<file path="src/rtl/tick_prescaler.sv">
// Programmable tick prescaler: divides clk down to a one-cycle tick, with a fast mode and a half-period square wave.
// Optional signed period trim register is built in when the macro TICK_TRIM_EN is defined.
module tick_prescaler #(
  parameter int CLK_HZ   = 48000000,
  parameter int TICK_HZ  = 1,
  parameter int CNT_W    = 26,
  parameter int FAST_DIV = 16
) (
  input  logic             clk,
  input  logic             rst_n,
  input  logic             en,
  input  logic             clr,
  input  logic             fast,
`ifdef TICK_TRIM_EN
  input  logic             trim_wr,
  input  logic signed [7:0] trim_val,
`endif
  output logic             tick,
  output logic             half,
  output logic [CNT_W-1:0] count,
  output logic [15:0]      ticks
);

  localparam int PERIOD  = CLK_HZ / TICK_HZ;
  localparam int FPERIOD = (FAST_DIV < 1) ? 0 : PERIOD / FAST_DIV;
  // Two extra bits so a negatively trimmed terminal and the count compare as signed values.
  localparam int TW      = CNT_W + 2;

  typedef logic signed [TW-1:0] term_t;

  localparam term_t TERM_FAST = term_t'(FPERIOD - 1);
  localparam term_t TERM_NORM = term_t'(PERIOD - 1);
  localparam term_t ONE       = term_t'(1);
  localparam term_t TWO       = term_t'(2);

  generate
    if ((longint'(PERIOD) + 127) >= (longint'(1) << CNT_W)) begin : g_bad_width
      $error("tick_prescaler: CNT_W too narrow for PERIOD plus maximum trim");
    end
    if (FAST_DIV < 1) begin : g_bad_div
      $error("tick_prescaler: FAST_DIV must be at least 1");
    end
    if (FPERIOD < 2) begin : g_bad_fperiod
      $error("tick_prescaler: fast period must be at least 2 cycles");
    end
  endgenerate

  logic signed [7:0] trim;

`ifdef TICK_TRIM_EN
  // NOTE: every register, including the trim value, gets an explicit async reset value so
  // nothing depends on power-up contents.
  always_ff @(posedge clk or negedge rst_n) begin
    if (!rst_n) begin
      trim <= '0;
    end else if (trim_wr) begin
      trim <= trim_val;
    end
  end
`else
  assign trim = '0;
`endif

  term_t term;
  term_t count_s;
  term_t half_thr;

  // NOTE: combinational outputs get a default at the top of the block so no path infers a latch.
  always_comb begin
    term     = TERM_NORM;
    count_s  = term_t'({2'b00, count});
    half_thr = '0;
    tick     = 1'b0;
    half     = 1'b0;

    if (fast) begin
      term = TERM_FAST;
    end else begin
      term = TERM_NORM + term_t'(trim);
    end

    half_thr = (term + ONE) / TWO;
    // >= rather than == lets a shortened period (fast mode, trim) terminate a count already past it.
    tick     = en & ~clr & (count_s >= term);
    half     = (count_s < half_thr);
  end

  // NOTE: state registers use non-blocking assignments so every flop samples pre-edge values.
  always_ff @(posedge clk or negedge rst_n) begin
    if (!rst_n) begin
      count <= '0;
    end else if (clr || tick) begin
      count <= '0;
    end else if (en) begin
      count <= count + CNT_W'(1);
    end
  end

  // clr never coincides with tick, so the tick total needs no separate clear term.
  always_ff @(posedge clk or negedge rst_n) begin
    if (!rst_n) begin
      ticks <= '0;
    end else if (tick) begin
      ticks <= ticks + 16'd1;
    end
  end

endmodule

</file>
<file path="config.mk">
export PLATFORM = sky130hd
export DESIGN_NAME = tick_prescaler
export DESIGN_NICKNAME = d
export VERILOG_FILES = /design/src/rtl/tick_prescaler.sv
export SDC_FILE = /design/constraint.sdc
export NUM_CORES = 1
export LEC_CHECK = 0
export CAP_MARGIN = 20
export CORE_UTILIZATION = 52
export CTS_CLUSTER_SIZE = 20
export DETAILED_ROUTE_END_ITERATION = 7
export GPL_TIMING_DRIVEN = 0
export PLACE_DENSITY = 0.8
export RECOVER_POWER = 50
export SYNTH_ARGS = -nofsm -noshare
export SYNTH_HDL_FRONTEND = slang
export SYNTH_SLANG_ARGS = --single-unit
</file>
<file path="constraint.sdc">
create_clock -name clk -period 3.45 [get_ports clk]
set_clock_uncertainty 0.15 [all_clocks]
set_input_delay 0.69 -clock clk [delete_from_list [all_inputs] [get_ports clk]]
set_output_delay 0.69 -clock clk [all_outputs]
set_load 0.02 [all_outputs]
</file>
==> summary.txt, run 1 <==
Routing
  • DRC viols: 0
  • Via count: 2,213
  • Per-cell routed wire length: 14.7 um
  • Initial DRT Pass Iterations: 4
  • Final ANT Viol Nets: 0
  • DR vias/cell: between 5 and 6
  • Routed WL: about 6000 um
  • Starting DRT DRC Count: around 160

Timing
  • Final Max Tran Viols: 31
  • Worst Slack Setup Final: ~40 ps
  • Fin. Hold Viols: 0
  • Tmin final: between 3000 and 4000 ps
  • Final Setup Violations: 0
  • Fin crit share: 98.8%
  • Max frequency: a little under 300 MHz
  • Least-Margin Pin Slew: between 1500 and 2000 ps
  • Hold WS: 216 ps
  • Relative slew slack: -7.45%

Worst setup path
  • Worst r2r path cells: 9
  • Highest-delay cell along the critical path: a211o_1
  • Crit start category: input port
  • Top cell family by delay on the critical path: compound AO/OA/AOI/OAI gates
  • CP Capture Type: output pin
  • Worst reg-to-reg setup slack: ~750 ps
  • CP bufs+invs: 3
  • R2R Path End: count[6]
  • CP max stage delay: around 330 ps
  • R2r startpoint: count[23]
  • WP data required: approximately 2600 ps
  • Worst endpoint data arrival time: ~2600 ps
  • Crit path cell chain: buf_12 -> clkinvlp_4 -> ha_4 -> a31o_2 -> a211oi_4 -> o311ai_2 -> a211o_1 -> o311ai_1 -> buf_2
  • Crit path max fanout: 7
  • Worst Path Class, Setup: in2out
  • CP Depth: 9

Finish
  • Most common cell after layout, fill and taps aside: dfrtp_1
  • Layout cell share with drive strength beyond 1: between 10% and 20%
  • Nets@finish: approximately 360
  • # diodes: 0
  • Area delta synth->final: 30.8%
  • Commonest non-fill, non-tap cells in the layout: dfrtp_1, nor2_1, xnor2_1
  • Fillers: around 390
  • Final core utilization: slightly above 70%

Die
  • Core area: between 4000 and 5000 um^2
  • Die width: 72.5 um
  • Die area: ~5300 um^2
  • Initial Util: roughly 54%
  • Row count: 25
  • # IOs: 49
  • Die height: approximately 73 um

Global route
  • First-pass GRT wire length: 9320 um
  • Met2 usage: 37.9%
  • GRT overflow: 0
  • GRT met3 Usage: between 5 and 6%
  • Gr busiest metal: met2
  • Total track usage: between 20% and 30%
  • Met1 GRT Util: between 20% and 30%
  • Number of global-route vias before repair: about 2.1k
  • Initial antenna violation count: 0
  • Largest net degree at the start of global routing: 31

Synth
  • Post-synth EDFFs: 0
  • Largest family of logic cells by synthesized area: simple AND/OR/NAND/NOR gates
  • Syn_nets: 292
  • Yosys top cell by area: dfrtp_1
  • Synth top area cells: dfrtp_1, ha_1, xnor2_1
  • Netlist cell types: 43
  • Asr flop ratio synth: 100%
  • Post-Synthesis Cell Area: 2580 um^2
  • Mux share of post-synthesis cell area: less than 1%
  • Share of the synthesized area in the top cell type: between 40% and 50%
  • Synthesis-stage register bit count: 42
  • Sequential fraction of the synthesis area: 40.7%
  • Xor/xnor share of the synthesized area: a little over an eighth
  • Synth Flop Type: dfrtp_1
  • Mapped Avg Cell Area: between 9 and 10 um^2
  • Yosys warns: 0
  • Synth Area in Adders: around 11%
  • Post-Syn Instances: approximately 260
  • Simple-Gate Fraction of Synth Area: about a quarter
  • Synth Area in Compound Gates: ~7.6%

Min path
  • Hold Path Class: in2async

Clock network
  • CTS tree: yes
  • CTS Buf Count: 5
  • Htree depth: 2
  • Clock sinks: between 40 and 50
  • Cts hold-fix bufs: 0
  • Clock transition at the registers of the reported paths: about 90 ps
  • Worst skew pair latency: approximately 300 ps
  • Root buf cell: clkbuf_8
  • CTS max path bufs: 2

Status
  • Failing checks: capacitance limit, slew limit
  • Status: finished, violations left

Power and ir drop
  • VDD IR max: roughly 0.21 mV
  • Leak pwr: around 1.6 nW
  • Cell Pwr Density: 283 nW/um^2

Place
  • Post-DP HPWL: approximately 4000 um
  • Port buffer count: 48
  • Pre-CTS WS: -1550 ps
  • Placer congestion estimate: roughly 0.84

Run
  • Max Cap Viol: 1
-- worst register-to-register path: stages (launching register included) --
cell	delay (ps)
dfrtp_1	470
ha_1	330
a211o_1	270
a21oi_2	180
o211ai_1	120
a311o_2	410
buf_4	180
a31o_4	260
buf_6	150
nor2_1	110
-- repair_timing --
| item | 4_1_cts | 5_1_grt |
|---|---|---|
| setup buffers | 4 | 5 |
| gates resized for setup | 22 | 4 |
| endpoints found under the setup margin | 39 | 2 |
| pin swaps | 3 | 5 |
| gates cloned | 0 | 0 |
-- power by group --
group | internal [mW] | leakage, nW | total, mW | switching (mW)
logic | 0.0288 | 0.935 | 0.0685 | 0.0396
registers | 0.494 | 0.586 | 0.497 | 0.00340
clock network | 0.216 | 0.0514 | 0.392 | 0.176
-- routing by layer --
layer	routed length (um)	vias up	part of all wire, %
met3	264	14	4.5
met5	0	-	0
li1	-	1079	-
met2	2860	56	49
met1	2590	1064	44
met4	121	0	2.1
-- cell type report --
| type | instances | area [um^2] | area share, % |
|---|---|---|---|
| Timing Repair Buffer | 58 | 558 | 16.5 |
| Inverter | 6 | 26.3 | 0.777 |
| Clock buffer | 6 | 72.6 | 2.15 |
| Multi-Input combinational cell | 211 | 1520 | 44.8 |
| Sequential cell | 42 | 1050 | 31.1 |
| Clock inverter | 2 | 37.5 | 1.11 |
| Buffer | 5 | 36.3 | 1.07 |
| Tap cell | 67 | 83.8 | 2.48 |
-- synthesized netlist by cell type, types with 3 or more instances --
cell type and n:
dfrtp_1 42, nor2_1 39, xnor2_1 24, ha_1 23, nand4_1 18, nand2_1 15
nand3_1 15, xor2_1 15, and3_1 11, inv_1 6, a21oi_1 4, nor4_1 4
a211o_1 3, and2_1 3, and4_1 3, nor2b_1 3
-- worst max-delay path by stage --
stage | from | end | slack [ps]
final | fast | half | 40
after global routing | fast | half | -20
after CTS | fast | tick | -10
after detailed placement | fast | half | -1550
after global placement | fast | half | -1560
after floorplan | fast | half | 290
-- registers in the layout (all words and copies together) (netlist names) --
| signal | count |
|---|---|
| count | 26 |
| ticks | 16 |
-- kinds of logic (layout without fill, tap and decap cells) --
kind of cell | Yosys count | in the layout
flip-flops | 42 | 42
multiplexers | 2 | 2
AND/OR/NAND/NOR | 122 | 122
adder cells (fa/ha/maj) | 23 | 23
AO/OA/AOI/OAI | 25 | 25
buffers and inverters | 11 | 77
XOR/XNOR | 39 | 39
-- through the flow --
step	power (mW)	cells	setup TNS, ps	area, um^2
floorplan	0.534	264	0	2580
global placement	0.562	379	-19790	3150
detailed placement	0.566	380	-19140	3160
CTS	0.961	392	-13.9	3340
global route	0.990	397	-20.6	3380
finish	0.958	397	0	3380
(Power assumes the default switching activity.)
==> run 2: changes to the inputs <==
Settings changed: RECOVER_POWER 50 to not set, TNS_END_PERCENT set to 10.
==> run 2 against run 1 <==
Net effect: the flow now finishes without violations; sequential share of layout area is 0.35 points higher; worst hold slack worse by 110 ps; global-route usage unchanged; core utilization is 0.79 points lower; critical path depth unchanged; register-to-register slack about the same; wire length down 2.9%; sequential power barely moved; clock power about the same; sequential cell count unchanged; worst setup slack got worse by 35 ps; critical path type unchanged; critical endpoint unchanged.
==> summary.txt, run 2 (same netlist as run 1, synthesis figures left out) <==
Status
  • Status: finished, final reports clean

Worst setup path
  • Worst reg-to-reg setup slack: 740 ps (about the same)
  • CP max stage delay: 290 ps (-40 ps)
  • R2R Path End: count[6]
  • Crit path max fanout: 15 (+8)
  • Worst Path Class, Setup: in2out
  • Crit start category: input port
  • Highest-delay cell along the critical path: ha_4
  • Crit path cell chain: buf_8 -> clkinvlp_4 -> ha_4 -> a31o_2 -> a211oi_4 -> o311ai_2 -> a211o_1 -> o311ai_0 -> buf_2
  • Worst endpoint data arrival time: 2610 ps (+40 ps)
  • Worst r2r path cells: 9 (unchanged)
  • WP data required: 2610 ps (about the same)
  • R2r startpoint: count[23]
  • CP Capture Type: output pin

Clock network
  • Clock transition at the registers of the reported paths: 90 ps (about the same)
  • Clock sinks: 42 (unchanged)
  • Root buf cell: clkbuf_8
  • Htree depth: 2 (unchanged)
  • CTS tree: yes
  • CTS max path bufs: 2 (unchanged)
  • Worst skew pair latency: 300 ps (about the same)
  • CTS Buf Count: 5 (unchanged)

Timing
  • Final Setup Violations: 0 (unchanged)
  • Max frequency: 290 MHz (-1.0%)
  • Final Max Tran Viols: 0 (-100%)
  • Hold WS: 108 ps (-108 ps)
  • Fin. Hold Viols: 0 (unchanged)
  • Least-Margin Pin Slew: 572 ps (-1040 ps)
  • Setup_tns: 0 ps (unchanged)
  • Relative slew slack: 61.7% (+69 points)
  • Worst Slack Setup Final: 4.62 ps (-35.4 ps)
  • Tmin final: 3450 ps (+35.4 ps)
  • Unrepaired setup endpoints after global routing: true
  • Fin crit share: 99.9% (+1.0 points)

Finish
  • Commonest non-fill, non-tap cells in the layout: clkdlybuf4s50_1, dfrtp_1, nor2_1
  • Register area: 1050 um^2 (unchanged)
  • Nets@finish: 352 (-1.4%)
  • Most common cell after layout, fill and taps aside: clkdlybuf4s50_1
  • # diodes: 0 (unchanged)
  • Post-route cell area: 3340 um^2 (-1.1%)
  • Area delta synth->final: 29.3%
  • Layout cell share with drive strength beyond 1: 10.2% (-0.76 points)
  • Most flops, register: count
  • Largest regs: count x26, ticks x16
  • Post-route insts no fill: 392 (-1.3%)
  • Final core utilization: 70.3% (-0.79 points)
  • Flip-flop count of the largest register after layout: 26 (unchanged)
  • Fillers: 395 (+2.6%)
  • Multi-input gate area: 1520 um^2 (unchanged)

Routing
  • DRC viols: 0 (unchanged)
  • Initial DRT Pass Iterations: 5 (+1)
  • Per-cell routed wire length: 14.5 um (-1.7%)
  • Routed WL: 5670 um (-2.9%)
  • DR vias/cell: 5.54 (-0.69%)
  • Starting DRT DRC Count: 118 (-27%)
  • Final ANT Viol Nets: 0 (unchanged)
  • Via count: 2,170 (-1.9%)

Global route
  • First-pass GRT wire length: 9320 um (unchanged)
  • Number of global-route vias before repair: 2,107 (unchanged)
  • Total track usage: 22.8% (unchanged)
  • Largest net degree at the start of global routing: 31 (unchanged)
  • Initial antenna violation count: 0 (unchanged)
  • GRT overflow: 0 (unchanged)

Power and ir drop
  • Leak pwr: 1.47 nW (-6.2%)
  • Final Power: 0.953 mW (-0.52%)
  • VDD IR max: 0.214 mV (-0.13%)
  • Cell Pwr Density: 285 nW/um^2 (+0.59%)

Die
  • Core area: 4750 um^2 (unchanged)
  • # IOs: 49 (unchanged)
  • Die width: 72.5 um (unchanged)
  • Die height: 72.5 um (unchanged)
  • Row count: 25 (unchanged)
  • Die area: 5260 um^2 (unchanged)
  • Initial Util: 54.4% (unchanged)

Place
  • Pre-CTS WS: -1550 ps (unchanged)
  • Post-DP HPWL: 4030 um (unchanged)
  • Placer congestion estimate: 0.839 (unchanged)
  • Port buffer count: 48 (unchanged)
  • Dpl cells: 380 (unchanged)
  • Placed inst area: 3160 um^2 (unchanged)

Run
  • Max Cap Viol: 0 (-1)

Min path
  • Hold Path Class: in2async
run 2: power by group:
part | total, mW | switching, mW | internal, mW
clock network | 0.392 | 0.176 | 0.216
logic | 0.0637 | 0.0384 | 0.0254
registers | 0.497 | 0.00338 | 0.494
total | 0.953 | 0.218 | 0.735
run 2: how the worst max path moves through the flow:
| stage | from | to | depth (start not counted) |
|---|---|---|---|
| 2_1_floorplan | fast | half | 7 |
| 3_3_place_gp | fast | half | 9 |
| 3_5_place_dp | fast | half | 9 |
| 4_1_cts | fast | tick | 11 |
| 5_1_grt | fast | half | 9 |
| 6_report | fast | half | 9 |
run 2: what timing repair did:
| item | in CTS | in global routing |
|---|---|---|
| gates resized for setup | 22 | 2 |
| pin swaps | 3 | 1 |
| gates cloned | 0 | 0 |
| setup buffers | 4 | 0 |
| setup endpoints to repair | 39 | 2 |
| hold buffers | 0 | 0 |
run 2: critical path: cells and delay by family:
kind,cells,cell delay (ps)
compound gates,5,1050
buf+inv,3,570
fa+ha+maj,1,290
run 2: metal layers:
layer  track usage, %  up-vias  part of all wire [%]
met5                0        -                     0
met3             5.28       10                   5.5
li1                 -     1062                     -
met2             37.9       67                    49
met1             28.9     1031                    44
met4             8.93        0                   1.6
run 2: layout make-up:
| class | instances | share of cell area [%] |
|---|---|---|
| Buffer | 5 | 1.09 |
| Clock buffer | 6 | 2.17 |
| Clock inverter | 2 | 1.12 |
| Inverter | 6 | 0.786 |
| Multi-Input combinational cell | 211 | 45.3 |
| Sequential cell | 42 | 31.4 |
| Tap cell | 67 | 2.51 |
| Timing Repair Buffer | 53 | 15.6 |
==> run 3: changes to the inputs <==
Settings changed: CTS_BUF_LIST set to sky130_fd_sc_hd__clkbuf_4 sky130_fd_sc_hd__clkbuf_8 sky130_fd_sc_hd__clkbuf_16, SLEW_MARGIN set to 20.
==> run 3 against run 2 <==
Net effect: combinational power up 2%; fmax up 0.66%; cell count unchanged; design area up 0.56%; register-to-register slack about the same; sequential cell count unchanged; first-iteration DRC count up 1.7%; via count up 0.41%; largest power group unchanged; highest routed layer unchanged.
==> summary.txt, run 3 (same netlist as run 1, synthesis figures left out) <==
Status
  • Status: finished, final reports clean

Worst setup path
  • Worst endpoint data arrival time: 2580 ps (-30 ps)
  • CP bufs+invs: 3 (unchanged)
  • Crit start category: input port
  • CP max stage delay: 300 ps (about the same)
  • Top cell family by delay on the critical path: compound AO/OA/AOI/OAI gates
  • WP data required: 2610 ps (about the same)
  • Crit path max fanout: 15 (unchanged)
  • Highest-delay cell along the critical path: a211o_1
  • Worst Path Class, Setup: in2out
  • Crit path cell chain: buf_12 -> clkinvlp_4 -> ha_4 -> a31o_2 -> a211oi_4 -> o311ai_2 -> a211o_1 -> o311ai_0 -> buf_2
  • CP Capture Type: output pin

Clock network
  • Root buf cell: clkbuf_8
  • Worst skew pair latency: 300 ps (about the same)
  • CTS Buf Count: 5 (unchanged)
  • CTS max path bufs: 2 (unchanged)
  • Htree depth: 2 (unchanged)
  • CTS tree: yes
  • Cts hold-fix bufs: 0 (unchanged)
  • Clock sinks: 42 (unchanged)
  • Clock transition at the registers of the reported paths: 80 ps (about the same)

Finish
  • Area delta synth->final: 30.1%
  • Commonest non-fill, non-tap cells in the layout: clkdlybuf4s50_1, dfrtp_1, nor2_1
  • Layout cell share with drive strength beyond 1: 11.1% (+0.92 points)
  • Most flops, register: count
  • Nets@finish: 352 (unchanged)
  • Most common cell after layout, fill and taps aside: clkdlybuf4s50_1
  • Final core utilization: 70.7% (+0.39 points)
  • # diodes: 0 (unchanged)
  • Largest regs: count x26, ticks x16
  • Post-route cell area: 3360 um^2 (+0.56%)
  • Flip-flop count of the largest register after layout: 26 (unchanged)

Routing
  • Per-cell routed wire length: 14.7 um (+1.4%)
  • Final ANT Viol Nets: 0 (unchanged)
  • Starting DRT DRC Count: 120 (+1.7%)
  • Initial DRT Pass Iterations: 4 (-1)
  • Via count: 2,179 (+0.41%)
  • DR vias/cell: 5.56 (+0.41%)
  • DRC viols: 0 (unchanged)
  • Routed WL: 5750 um (+1.4%)

Place
  • Pre-CTS WS: -1550 ps (unchanged)
  • Port buffer count: 48 (unchanged)
  • Post-DP HPWL: 4030 um (unchanged)
  • Placed inst area: 3160 um^2 (unchanged)
  • Placer congestion estimate: 0.839 (unchanged)

Run
  • Max Cap Viol: 0 (unchanged)

Global route
  • GRT overflow: 0 (unchanged)
  • First-pass GRT wire length: 9470 um (+1.6%)
  • Initial antenna violation count: 0 (unchanged)
  • Number of global-route vias before repair: 2,104 (-0.14%)
  • Largest net degree at the start of global routing: 31 (unchanged)
  • Total track usage: 23.3% (+0.45 points)

Timing
  • Relative slew slack: 60.7% (-1.0 points)
  • Fin crit share: 99.2% (-0.65 points)
  • Worst Slack Setup Final: 27.1 ps (+22.4 ps)
  • Max frequency: 292 MHz (+0.66%)
  • Final Setup Violations: 0 (unchanged)
  • Final Max Tran Viols: 0 (unchanged)
  • Tmin final: 3420 ps (-22.4 ps)
  • Fin. Hold Viols: 0 (unchanged)
  • Hold WS: 113 ps (+5.37 ps)
  • Unrepaired setup endpoints after global routing: true
  • Least-Margin Pin Slew: 587 ps (+14.9 ps)

Die
  • Row count: 25 (unchanged)
  • Core area: 4750 um^2 (unchanged)
  • Die width: 72.5 um (unchanged)
  • Die area: 5260 um^2 (unchanged)
  • # IOs: 49 (unchanged)
  • Die height: 72.5 um (unchanged)
  • Initial Util: 54.4% (unchanged)

Power and ir drop
  • Leak pwr: 1.48 nW (+0.41%)
  • Cell Pwr Density: 285 nW/um^2 (about the same)
  • VDD IR max: 0.214 mV (about the same)

Min path
  • Hold Path Class: in2async
run 3: cell counts in the layout (fill, tap and decap cells not counted):
Identical to the previous run, type by type.
run 3: per-layer routing:
layer | vias to the layer above | global-route usage [%] | wire [um]
met3 | 14 | 5.56 | 286
met2 | 66 | 38.3 | 2780
li1 | 1061 | - | -
met4 | 0 | 9.59 | 121
met1 | 1038 | 29.4 | 2560
met5 | - | 0 | 0
run 3: per-stage QoR:
| step | power, mW | TNS [ps] | instances |
|---|---|---|---|
| 2_1_floorplan | 0.534 | 0 | 264 |
| 3_3_place_gp | 0.562 | -19790 | 379 |
| 3_5_place_dp | 0.566 | -19140 | 380 |
| 4_1_cts | 0.968 | 0 | 391 |
| 5_1_grt | 0.995 | -45.8 | 392 |
| 6_report | 0.959 | 0 | 392 |
run 3: timing repair:
action / in CTS / in global routing
endpoints found under the setup margin: 40 / 2
cloned: 0 / 0
buffers inserted: 3 / 1
pin swaps: 3 / 3
resized for setup: 22 / 5
run 3: worst reg2reg max path: cells and delay by family (launching register included):
| family | cells | cell delay [ps] |
|---|---|---|
| AO/OA/AOI/OAI | 5 | 1240 |
| adder cells (fa/ha/maj) | 1 | 330 |
| buffers and inverters | 2 | 330 |
| AND/OR/NAND/NOR | 1 | 110 |
| flip-flops | 1 | 470 |
run 3: path summary, 6_finish.rpt:
| path | start | to | slack [ps] | cells past startpoint |
|---|---|---|---|---|
| setup reg to reg | count[23] | count[6] | 750 | 9 |
| setup / recovery | fast | half | 30 | 9 |
| hold reg to reg | ticks[15] | ticks[15] | 340 | 1 |
| min in group clk | ticks[15] | ticks[15] | 340 | 1 |
| max in group asynchronous | rst_n | count[3] | 2570 | 2 |
| hold / removal | rst_n | count[13] | 110 | 1 |
run 3: final cells by class:
class,count,area [um^2]
clock buffer,6,76.3
buffer,5,36.3
multi-input combinational,211,1530
tap,67,83.8
timing repair buffer,53,526
sequential,42,1050
inverter,6,26.3
fill,386,1390
clock inverter,2,37.5
run 3: where the power goes:
part	switching, mW	leakage [nW]	internal [mW]
registers	0.00335	0.586	0.494
clock network	0.173	0.0548	0.224
logic	0.0389	0.840	0.0262
total	0.215	1.48	0.744
